**src/rtl/mega_jsoc_oci_trace_pkg.sv**
```systemverilog
// Shared definitions for the OCI debug-trace capture path: state encoding,
// default widths and a width helper usable in constant expressions.
package mega_jsoc_oci_trace_pkg;

    typedef enum logic [1:0] {
        ST_CAPTURE = 2'd0,
        ST_FLUSH   = 2'd1,
        ST_ENDED   = 2'd2
    } trace_state_t;

    localparam int DEF_DATA_W = 30;
    localparam int DEF_CNT_W  = 4;
    localparam int DEF_DEPTH  = 16;
    localparam int DEF_DROP_W = 16;

    // Ceiling log2; returns 0 for values <= 1.
    function automatic int clog2_f(input int value);
        int r;
        r = 0;
        for (int i = 0; i < 31; i++) begin
            if ((1 << i) < value) r = i + 1;
        end
        return r;
    endfunction

endpackage

```
**src/rtl/mega_jsoc_oci_trace_fifo.sv**
```systemverilog
// Trace fragment storage: circular buffer with an extra pointer bit so that
// occupancy is the plain pointer difference. overwrite_oldest advances the
// read pointer without a reader so a full buffer can keep the newest data.
module mega_jsoc_oci_trace_fifo
    import mega_jsoc_oci_trace_pkg::*;
#(
    parameter int WIDTH = DEF_DATA_W + DEF_CNT_W,
    parameter int DEPTH = DEF_DEPTH
) (
    input  logic                      clk,
    input  logic                      reset_n,
    input  logic                      push,
    input  logic                      pop,
    input  logic                      overwrite_oldest,
    input  logic [WIDTH-1:0]          wdata,
    output logic [WIDTH-1:0]          rdata,
    output logic [clog2_f(DEPTH):0]   level,
    output logic                      empty,
    output logic                      full
);

    localparam int AW = clog2_f(DEPTH);

    logic [WIDTH-1:0] mem [DEPTH];
    logic [AW:0]      wr_ptr;
    logic [AW:0]      rd_ptr;

    // Storage is not reset; rd_valid masks whatever the head holds after reset.
    always_ff @(posedge clk) begin
        if (push) mem[wr_ptr[AW-1:0]] <= wdata;
    end

    // Pointer update; the read side moves on a real pop or when the oldest entry is sacrificed.
    always_ff @(posedge clk or negedge reset_n) begin
        if (!reset_n) begin
            wr_ptr <= '0;
            rd_ptr <= '0;
        end else begin
            if (push) wr_ptr <= wr_ptr + 1'b1;
            if (pop || overwrite_oldest) rd_ptr <= rd_ptr + 1'b1;
        end
    end

    assign level = wr_ptr - rd_ptr;
    assign empty = (wr_ptr == rd_ptr);
    assign full  = (wr_ptr[AW] != rd_ptr[AW]) && (wr_ptr[AW-1:0] == rd_ptr[AW-1:0]);
    assign rdata = mem[rd_ptr[AW-1:0]];

endmodule

```
**src/rtl/mega_jsoc_cpu_oci_trace_capture.sv**
```systemverilog
// OCI debug-trace capture: qualifies fragments from the trace packer, queues
// them for the host-side unloader, accounts for lost fragments and runs the
// end-of-test flush handshake (CAPTURE -> FLUSH -> ENDED -> arm -> CAPTURE).
// Reader handshake: rd_data is offered whenever rd_valid is high and is held
// stable until the cycle rd_ready is also high, which pops it.
module mega_jsoc_cpu_oci_trace_capture
    import mega_jsoc_oci_trace_pkg::*;
#(
    parameter int DATA_W    = DEF_DATA_W,
    parameter int CNT_W     = DEF_CNT_W,
    parameter int DEPTH     = DEF_DEPTH,
    parameter bit WRAP_MODE = 1'b0,
    parameter int DROP_W    = DEF_DROP_W
) (
    input  logic                      clk,
    input  logic                      reset_n,
    input  logic                      dct_valid,
    input  logic [DATA_W-1:0]         dct_buffer,
    input  logic [CNT_W-1:0]          dct_count,
    input  logic                      test_ending,
    input  logic                      arm,
    input  logic                      rd_ready,
    output logic                      rd_valid,
    output logic [CNT_W+DATA_W-1:0]   rd_data,
    output logic [clog2_f(DEPTH):0]   level,
    output logic                      overflow,
    output logic [DROP_W-1:0]         drop_count,
    output logic                      test_has_ended,
    output logic [1:0]                dbg_state
);

    localparam int LW = clog2_f(DEPTH) + 1;

    trace_state_t state;
    logic         fifo_empty;
    logic         fifo_full;
    logic         accept;
    logic         pop;
    logic         lost;
    logic         fifo_push;
    logic         overwrite;
    logic         flush_done;

    // Empty fragments carry no trace slots and are not treated as losses.
    assign accept     = (state == ST_CAPTURE) && dct_valid && (dct_count != '0);
    assign pop        = rd_valid && rd_ready;
    assign lost       = accept && fifo_full && !pop;
    assign fifo_push  = accept && (!fifo_full || pop || WRAP_MODE);
    assign overwrite  = lost && WRAP_MODE;
    // Nothing is written during FLUSH, so the next level is level minus any pop.
    assign flush_done = (level == '0) || ((level == LW'(1)) && pop);

    mega_jsoc_oci_trace_fifo #(
        .WIDTH (CNT_W + DATA_W),
        .DEPTH (DEPTH)
    ) u_fifo (
        .clk              (clk),
        .reset_n          (reset_n),
        .push             (fifo_push),
        .pop              (pop),
        .overwrite_oldest (overwrite),
        .wdata            ({dct_count, dct_buffer}),
        .rdata            (rd_data),
        .level            (level),
        .empty            (fifo_empty),
        .full             (fifo_full)
    );

    assign rd_valid  = !fifo_empty;
    assign dbg_state = state;

    // Capture/flush sequencing with test_has_ended registered alongside the state.
    always_ff @(posedge clk or negedge reset_n) begin
        if (!reset_n) begin
            state          <= ST_CAPTURE;
            test_has_ended <= 1'b0;
        end else begin
            case (state)
                ST_CAPTURE: begin
                    if (test_ending) state <= ST_FLUSH;
                end
                ST_FLUSH: begin
                    if (flush_done) begin
                        state          <= ST_ENDED;
                        test_has_ended <= 1'b1;
                    end
                end
                ST_ENDED: begin
                    if (arm) begin
                        state          <= ST_CAPTURE;
                        test_has_ended <= 1'b0;
                    end
                end
                default: begin
                    state          <= ST_CAPTURE;
                    test_has_ended <= 1'b0;
                end
            endcase
        end
    end

    // Loss accounting: sticky flag plus saturating counter, cleared only by arm in ENDED.
    always_ff @(posedge clk or negedge reset_n) begin
        if (!reset_n) begin
            overflow   <= 1'b0;
            drop_count <= '0;
        end else if (state == ST_ENDED && arm) begin
            overflow   <= 1'b0;
            drop_count <= '0;
        end else if (lost) begin
            overflow <= 1'b1;
            if (drop_count != '1) drop_count <= drop_count + 1'b1;
        end
    end

endmodule

```
**config.mk**
```make
export PLATFORM = sky130hd
export DESIGN_NAME = mega_jsoc_cpu_oci_trace_capture
export DESIGN_NICKNAME = d
export VERILOG_FILES = /design/src/rtl/mega_jsoc_oci_trace_pkg.sv /design/src/rtl/mega_jsoc_oci_trace_fifo.sv /design/src/rtl/mega_jsoc_cpu_oci_trace_capture.sv
export SDC_FILE = /design/constraint.sdc
export NUM_CORES = 1
export LEC_CHECK = 0
export ABC_AREA = 1
export CAP_MARGIN = 20
export CORE_MARGIN = 4
export CORE_UTILIZATION = 40
export CTS_CLUSTER_SIZE = 12
export DETAILED_ROUTE_END_ITERATION = 8
export GPL_ROUTABILITY_DRIVEN = 0
export PLACE_DENSITY = 0.68
export SLEW_MARGIN = 30
export SYNTH_ARGS = -nofsm -noshare
export SYNTH_HDL_FRONTEND = slang
export SYNTH_SLANG_ARGS = --single-unit
export TNS_END_PERCENT = 100
```
**constraint.sdc**
```tcl
create_clock -name clk -period 3.45 [get_ports clk]
set_input_delay 0.5175 -clock clk [delete_from_list [all_inputs] [get_ports clk]]
set_output_delay 0.5175 -clock clk [all_outputs]
set_load 0.01 [all_outputs]
```
==> results of run 1 <==
==> flip-flops by register name (all words and copies together) (netlist names) <==
register        count
dbg_state           2
u_fifo.rd_ptr       5
drop_count         16
u_fifo.mem        544
test_has_ended      1
u_fifo.wr_ptr       5
overflow            1
==> cell families (layout without fill, tap and decap cells) <==
logic type | count (synthesis) | count (layout)
other | 0 | 1
flip-flops | 574 | 574
AO/OA/AOI/OAI | 432 | 432
buffers and inverters | 140 | 281
adder cells (fa/ha/maj) | 11 | 11
AND/OR/NAND/NOR | 614 | 614
XOR/XNOR | 19 | 19
==> worst register-to-register path, delay by kind of cell (launching register included) <==
family / cells / cell delay, ps
AND/OR/NAND/NOR: 7 / 980
flip-flops: 1 / 470
buffers and inverters: 2 / 570
adder cells (fa/ha/maj): 1 / 370
==> power groups by stage <==
stage	registers (mW)	logic, mW	clock network, mW
after floorplan	8.30	4.54	0
after global placement	8.34	7.74	0
after detailed placement	8.35	7.87	0
after CTS	8.21	8.00	5.87
after global routing	8.25	8.71	6.18
final	8.22	7.96	5.76
==> worst max path at each step <==
| stage | endpoint |
|---|---|
| 5_1_grt | rd_data[4] |
| 2_1_floorplan | u_fifo.mem[0][0] |
| 3_3_place_gp | u_fifo.mem[6][23] |
| 6_report | rd_data[4] |
| 3_5_place_dp | u_fifo.mem[2][23] |
| 4_1_cts | rd_data[33] |
==> cell type report <==
cell class / instances / area (um2)
Timing Repair Buffer: 161 / 1790
Fill cell: 4811 / 29600
Antenna cell: 1 / 2.50
Multi-Input combinational cell: 1076 / 5470
Clock buffer: 72 / 1500
Clock inverter: 19 / 206
Sequential cell: 574 / 17100
Tap cell: 756 / 946
Inverter: 29 / 125
==> layout by cell type (no fill, tap or decap), types with 14 or more instances in the layout <==
cell type        count
nand3_1             84
nor2_1             345
buf_4               37
clkdlybuf4s50_1     98
nand2_1            137
buf_12              18
inv_1               23
clkbuf_16           58
clkbuf_1            14
nor2_4              18
o22ai_1             68
o21ai_0            280
o221ai_1            21
o211ai_1            47
edfxtp_1           544
xor2_1              18
dfrtp_1             26
==> through the flow <==
step / worst slack (ps) / setup TNS [ps]
finish: 81.3 / 0
detailed placement: 561 / 0
global route: -39.9 / -279
global placement: 576 / 0
floorplan: -138 / -69450
CTS: 12.9 / 0
==> layer usage <==
metal / track usage / up-vias
li1: - / 6779
met1: 0.245 / 7311
met2: 0.297 / 577
met3: 0.0291 / 104
met4: 0.0586 / 2
met5: 0 / -
==> repair_timing <==
| action | CTS | global route |
|---|---|---|
| gates resized for setup | 5 | 10 |
| buffers inserted | 0 | 0 |
| gates cloned | 1 | 0 |
| setup endpoints to repair | 8 | 24 |
==> results.py, run 1 <==
metrics = {
    "logic_synthesis": {
        "synthMostInstantiatedCell": "edfxtp_1",
        "ys_warn_count": 0,
        "synth_area_leaders": "edfxtp_1 (71%), o21ai_0 (6.1%), nor2_1 (5.9%)",
        "synth_area_um2": 23000,
        "synthSimpleGateAreaFrac": 0.112,
        "synth_fa_ha_area_frac": 0.00630,
        "synth_cells": 1790,
        "synth_xor_area_frac": 0.00722,
        "synth_edf_count": 544,
        "synth.avg_cell_area_um2": 12.9,
        "async_flop_share": 0.0523,
        "synth-seq-cells": 574,
        "synthFlopType": "edfxtp_1",
        "synth_cell_types": 39,
        "synth_seq_area_share": 0.742,
        "synthTopCellsByCount": "edfxtp_1 (544), nor2_1 (361), o21ai_0 (281), nand2_1 (137), nand3_1 (85)",
        "yosysTopAreaCell": "edfxtp_1",
        "synth_compound_area_frac": 0.107,
        "muxShareOfSynthArea": 0,
        "synth_top_family_by_area": "simple AND/OR/NAND/NOR gates",
        "synthDominantCellAreaShare": 0.709,
        "syn-num-nets": 1841,
    },
    "global_routing": {
        "grt_overflow": 0,
        "antenna_found_initial": 3,
        "grt_usage": 0.180,
        "grt_pass1_wl_mm": 85.0,
        "grt_max_degree": 114,
        "first_global_vias": 14394,
    },
    "timing": {
        "timing.final.crit_share": 0.976,
        "tightest_slew_ps": 668,
        "hold_violations": 0,
        "drv_slew": 0,
        "hold_ws_ps": 307,
        "rsz0062_at_grt": "true",
        "fmax_ghz": 0.297,
        "min_period_ps": 3370,
        "setup_viol": 0,
        "maxSlewHeadroom": 0.553,
        "worst_clock_skew_ps": 49.9,
    },
    "power": {
        "clkPwrFrac": 0.263,
        "swShare": 0.351,
        "seq_power_share": 0.375,
        "ir_drop_mv": 0.689,
        "p_int_mw": 14.2,
        "power_frac_comb": 0.363,
        "p_total_mw": 21.9,
        "leakage_nw": 8.96,
        "p_sw_mw": 7.70,
        "p_per_area_nw_per_um2": 808,
    },
    "finish": {
        "fin_util": 0.479,
        "area_growth_pct": 17.8,
        "layoutNonFillerInstCount": 2688,
        "final_nets": 1951,
        "final_area_um2": 27100,
        "drive_gt1_frac": 0.0917,
    },
    "clocking": {
        "cts_max_level": 2,
        "cts_buffers": 58,
        "ctsLongestPathBuffers": 3,
        "clk_pin_slew_ps": 60,
        "clockRootBuffer": "clkbuf_16",
        "clkLatencyLatePin_ps": 650,
        "clock_sinks": 574,
        "tritoncts": "built",
        "hold_buffers": 0,
    },
    "worst_setup_path": {
        "critical-path-max-stage-delay_ps": 560,
        "path_class": "register to output port",
        "reg2reg_slack_ps": 720,
        "cp.arrival_ps": 2850,
        "critPathMaxFanout": 38,
        "path_depth": 8,
        "r2r-end": "u_fifo.mem[2][28]",
        "worstReg2RegStart": "u_fifo.rd_ptr[1]",
        "setup.worst_path.start": "u_fifo.rd_ptr[0]",
        "cp_slowest_cell": "dfrtp_4",
        "end_kind": "output port",
        "cp.required_ps": 2930,
        "crit_family": "buffers and inverters",
        "crit_path_cell_trace": "inv_8 -> buf_16 -> buf_16 -> o21ai_0 -> o221ai_1 -> nand3_1 -> nand3_1 -> clkdlybuf4s50_1",
        "startpoint_type": "register",
        "rr_worst_depth": 10,
        "cp.buffers_inverters": 4,
    },
    "floorplan": {
        "rows": 87,
        "io_pins": 100,
        "die_area_um2": 61500,
        "die_x_um": 248,
        "initial_core_util": 0.406,
        "die_h_um": 248,
        "core_area_um2": 56700,
    },
    "run": {
        "drv_cap": 0,
    },
    "place": {
        "place_inst": 2595,
        "io_buffers": 99,
        "dp_hpwl_mm": 31.3,
        "dpl-instance-area_um2": 25400,
    },
    "detailed_routing": {
        "ant_nets": 0,
        "wl_per_cell_um": 20.8,
        "met3_length_mm": 3.94,
        "vias": 14773,
        "wl_met1_mm": 23.3,
        "finalWirelength_mm": 55.9,
        "drtIter0Drc": 1441,
        "viasPerCell": 5.50,
        "drc_errors": 0,
        "route.met2.wl_mm": 27.2,
        "dr.max_layer_used": "met5",
        "drtPass1Iterations": 6,
    },
    "status": {
        "status": "complete, no violations",
    },
    "worst_hold_path": {
        "worstHoldPathType": "input port to asynchronous set/reset pin",
    },
}
Note: power is estimated with default switching activity, not from simulation.
==> run 2: changes to the inputs <==
--- a/config.mk
+++ b/config.mk
@@ -7,5 +7,7 @@
 export LEC_CHECK = 0
 export ABC_AREA = 1
+export ABC_CLOCK_PERIOD_IN_PS = 3450
 export CAP_MARGIN = 20
+export CORE_ASPECT_RATIO = 2
 export CORE_MARGIN = 4
 export CORE_UTILIZATION = 40
==> constraint.sdc (replaced) <==
create_clock -name clk -period 3.45 [get_ports clk]
set_input_delay 1.035 -clock clk [delete_from_list [all_inputs] [get_ports clk]]
set_output_delay 1.035 -clock clk [all_outputs]
set_load 0.01 [all_outputs]
==> run 2 against run 1 <==
Compared with the run above: the flow now finishes with violations (negative setup slack); non-clock buffer count up 60; clock power decreased by 7.3%; die area is 0.38% higher; worst hold slack better by 180 ps; critical path type unchanged.
==> results.py, run 2 (same netlist as run 1, synthesis figures left out) <==
metrics = {
    "worst_setup_path": {
        "path_class": "register to output port",
        "setup.worst_path.start": "u_fifo.rd_ptr[0]",
        "cp.required_ps": 2410,
        "cp.arrival_ps": 2480,
        "startpoint_type": "register",
        "end_kind": "output port",
        "worstReg2RegStart": "u_fifo.rd_ptr[1]",
        "critPathMaxFanout": 6,
    },
    "clocking": {
        "hold_buffers": 0,
        "cts_max_level": 2,
        "tritoncts": "built",
        "clock_sinks": 574,
        "ctsLongestPathBuffers": 3,
        "clockRootBuffer": "clkbuf_16",
        "cts_buffers": 54,
        "clk_pin_slew_ps": 60,
        "clkLatencyLatePin_ps": 600,
    },
    "timing": {
        "setup_slack_ps": -60.7,
        "timing.final.crit_share": 1.02,
        "rsz0062_at_grt": "true",
        "setup_viol": 4,
        "maxSlewHeadroom": 0.495,
        "hold_ws_ps": 485,
        "setup_tns_ps": -137,
        "hold_violations": 0,
        "worst_clock_skew_ps": 25.7,
        "tightest_slew_ps": 755,
        "min_period_ps": 3510,
        "drv_slew": 0,
        "fmax_ghz": 0.285,
    },
    "detailed_routing": {
        "wl_met1_mm": 23.2,
        "met3_length_mm": 3.98,
        "drtPass1Iterations": 5,
        "dr.max_layer_used": "met4",
        "finalWirelength_mm": 65.7,
        "wl_per_cell_um": 24.0,
        "drtIter0Drc": 1463,
        "route.met2.wl_mm": 35.3,
        "drc_errors": 0,
        "viasPerCell": 5.75,
        "ant_nets": 0,
        "vias": 15726,
    },
    "power": {
        "swShare": 0.365,
        "p_int_mw": 14.9,
        "p_total_mw": 23.6,
        "p_per_area_nw_per_um2": 831,
        "seq_power_share": 0.348,
        "leakage_nw": 9.57,
        "p_sw_mw": 8.60,
        "ir_drop_mv": 0.693,
        "power_frac_comb": 0.425,
        "clkPwrFrac": 0.227,
    },
    "run": {
        "drv_cap": 0,
    },
    "floorplan": {
        "core_area_um2": 57100,
        "die_x_um": 178,
        "initial_core_util": 0.403,
        "rows": 124,
        "io_pins": 100,
        "die_h_um": 347,
        "die_area_um2": 61700,
    },
    "global_routing": {
        "grt_usage": 0.210,
        "antenna_found_initial": 1,
        "grt_overflow": 0,
        "first_global_vias": 16019,
        "grt_max_degree": 59,
        "grt_pass1_wl_mm": 98.1,
    },
    "finish": {
        "fin_util": 0.497,
        "layout_commonest_cell": "edfxtp_1",
        "drive_gt1_frac": 0.157,
        "final.fill_count": 4833,
        "area_growth_pct": 23.1,
        "final_area_um2": 28300,
        "final_nets": 2008,
        "final_cell_mix": "edfxtp_1 (544), nor2_1 (324), o21ai_0 (230), nand2_1 (136), nand3_1 (68)",
        "largest_register_ffs": 544,
        "layoutNonFillerInstCount": 2737,
    },
    "place": {
        "dp_slack_ps": 84.8,
        "dpl-instance-area_um2": 25700,
        "io_buffers": 99,
        "dp_hpwl_mm": 35.8,
        "place_inst": 2612,
    },
    "worst_hold_path": {
        "worstHoldStart": "test_has_ended",
        "worstHoldPathType": "register to register",
    },
    "status": {
        "violations": "negative setup slack",
        "status": "finished, violations left",
    },
}
run 2: cell types whose count changed in the layout (fill, tap and decap cells not counted), moves of 17 or more:
cell / delta
o21ai_0: -50
o21ai_1: +46
clkdlybuf4s50_1: -38
buf_12: +25
nor2_1: -21
buf_2: +19
buf_16: +17
run 2: power by group through the flow:
| stage | Combinational, mW | Clock [mW] | Sequential (mW) |
|---|---|---|---|
| after floorplan | 4.54 | 0 | 8.30 |
| after global placement | 8.12 | 0 | 8.34 |
| after detailed placement | 8.23 | 0 | 8.35 |
| after CTS | 9.92 | 5.40 | 8.19 |
| after global routing | 10.7 | 5.69 | 8.23 |
| final | 10.0 | 5.34 | 8.20 |
run 2: final cells by class:
| cell class | count | area (um2) | area share |
|---|---|---|---|
| sequential | 574 | 17100 | 0.603 |
| multi-input combinational | 1076 | 5690 | 0.201 |
| timing repair buffer | 221 | 2960 | 0.104 |
| clock buffer | 74 | 1450 | 0.0511 |
| tap | 756 | 946 | 0.0334 |
| inverter | 29 | 140 | 0.00494 |
| clock inverter | 5 | 47.5 | 0.00168 |
| timing repair inverter | 1 | 16.3 | 0.000574 |
| antenna | 1 | 2.50 | 0.0000883 |
run 2: layer usage:
layer | track usage | up-vias
met5 | 0 | -
met4 | 0.0969 | 0
met3 | 0.0282 | 198
met2 | 0.382 | 771
met1 | 0.242 | 7854
li1 | - | 6903
run 2: worst max-delay path: stages, from the launching register on:
cell and delay [ps]:
dfrtp_4 490, buf_12 160, buf_12 150, buf_8 130, buf_16 130, o21ai_0 200, o21ai_1 100, o211ai_1 220
nand3_1 130, buf_2 160
run 2: repair_timing:
item / 4_1_cts / 5_1_grt
cloned: 23 / 1
pin swaps: 42 / 50
setup endpoints to repair: 39 / 35
gates resized for setup: 247 / 69
buffers inserted: 22 / 3
run 2: worst paths after layout:
check	cells after the start	slack, ps	to
max in group asynchronous	2	2250	u_fifo.rd_ptr[0]
setup / recovery	9	-60	rd_data[26]
hold / removal	2	490	test_has_ended
hold reg to reg	2	490	test_has_ended
min in group asynchronous	2	860	u_fifo.wr_ptr[3]
setup reg to reg	11	850	u_fifo.mem[13][14]
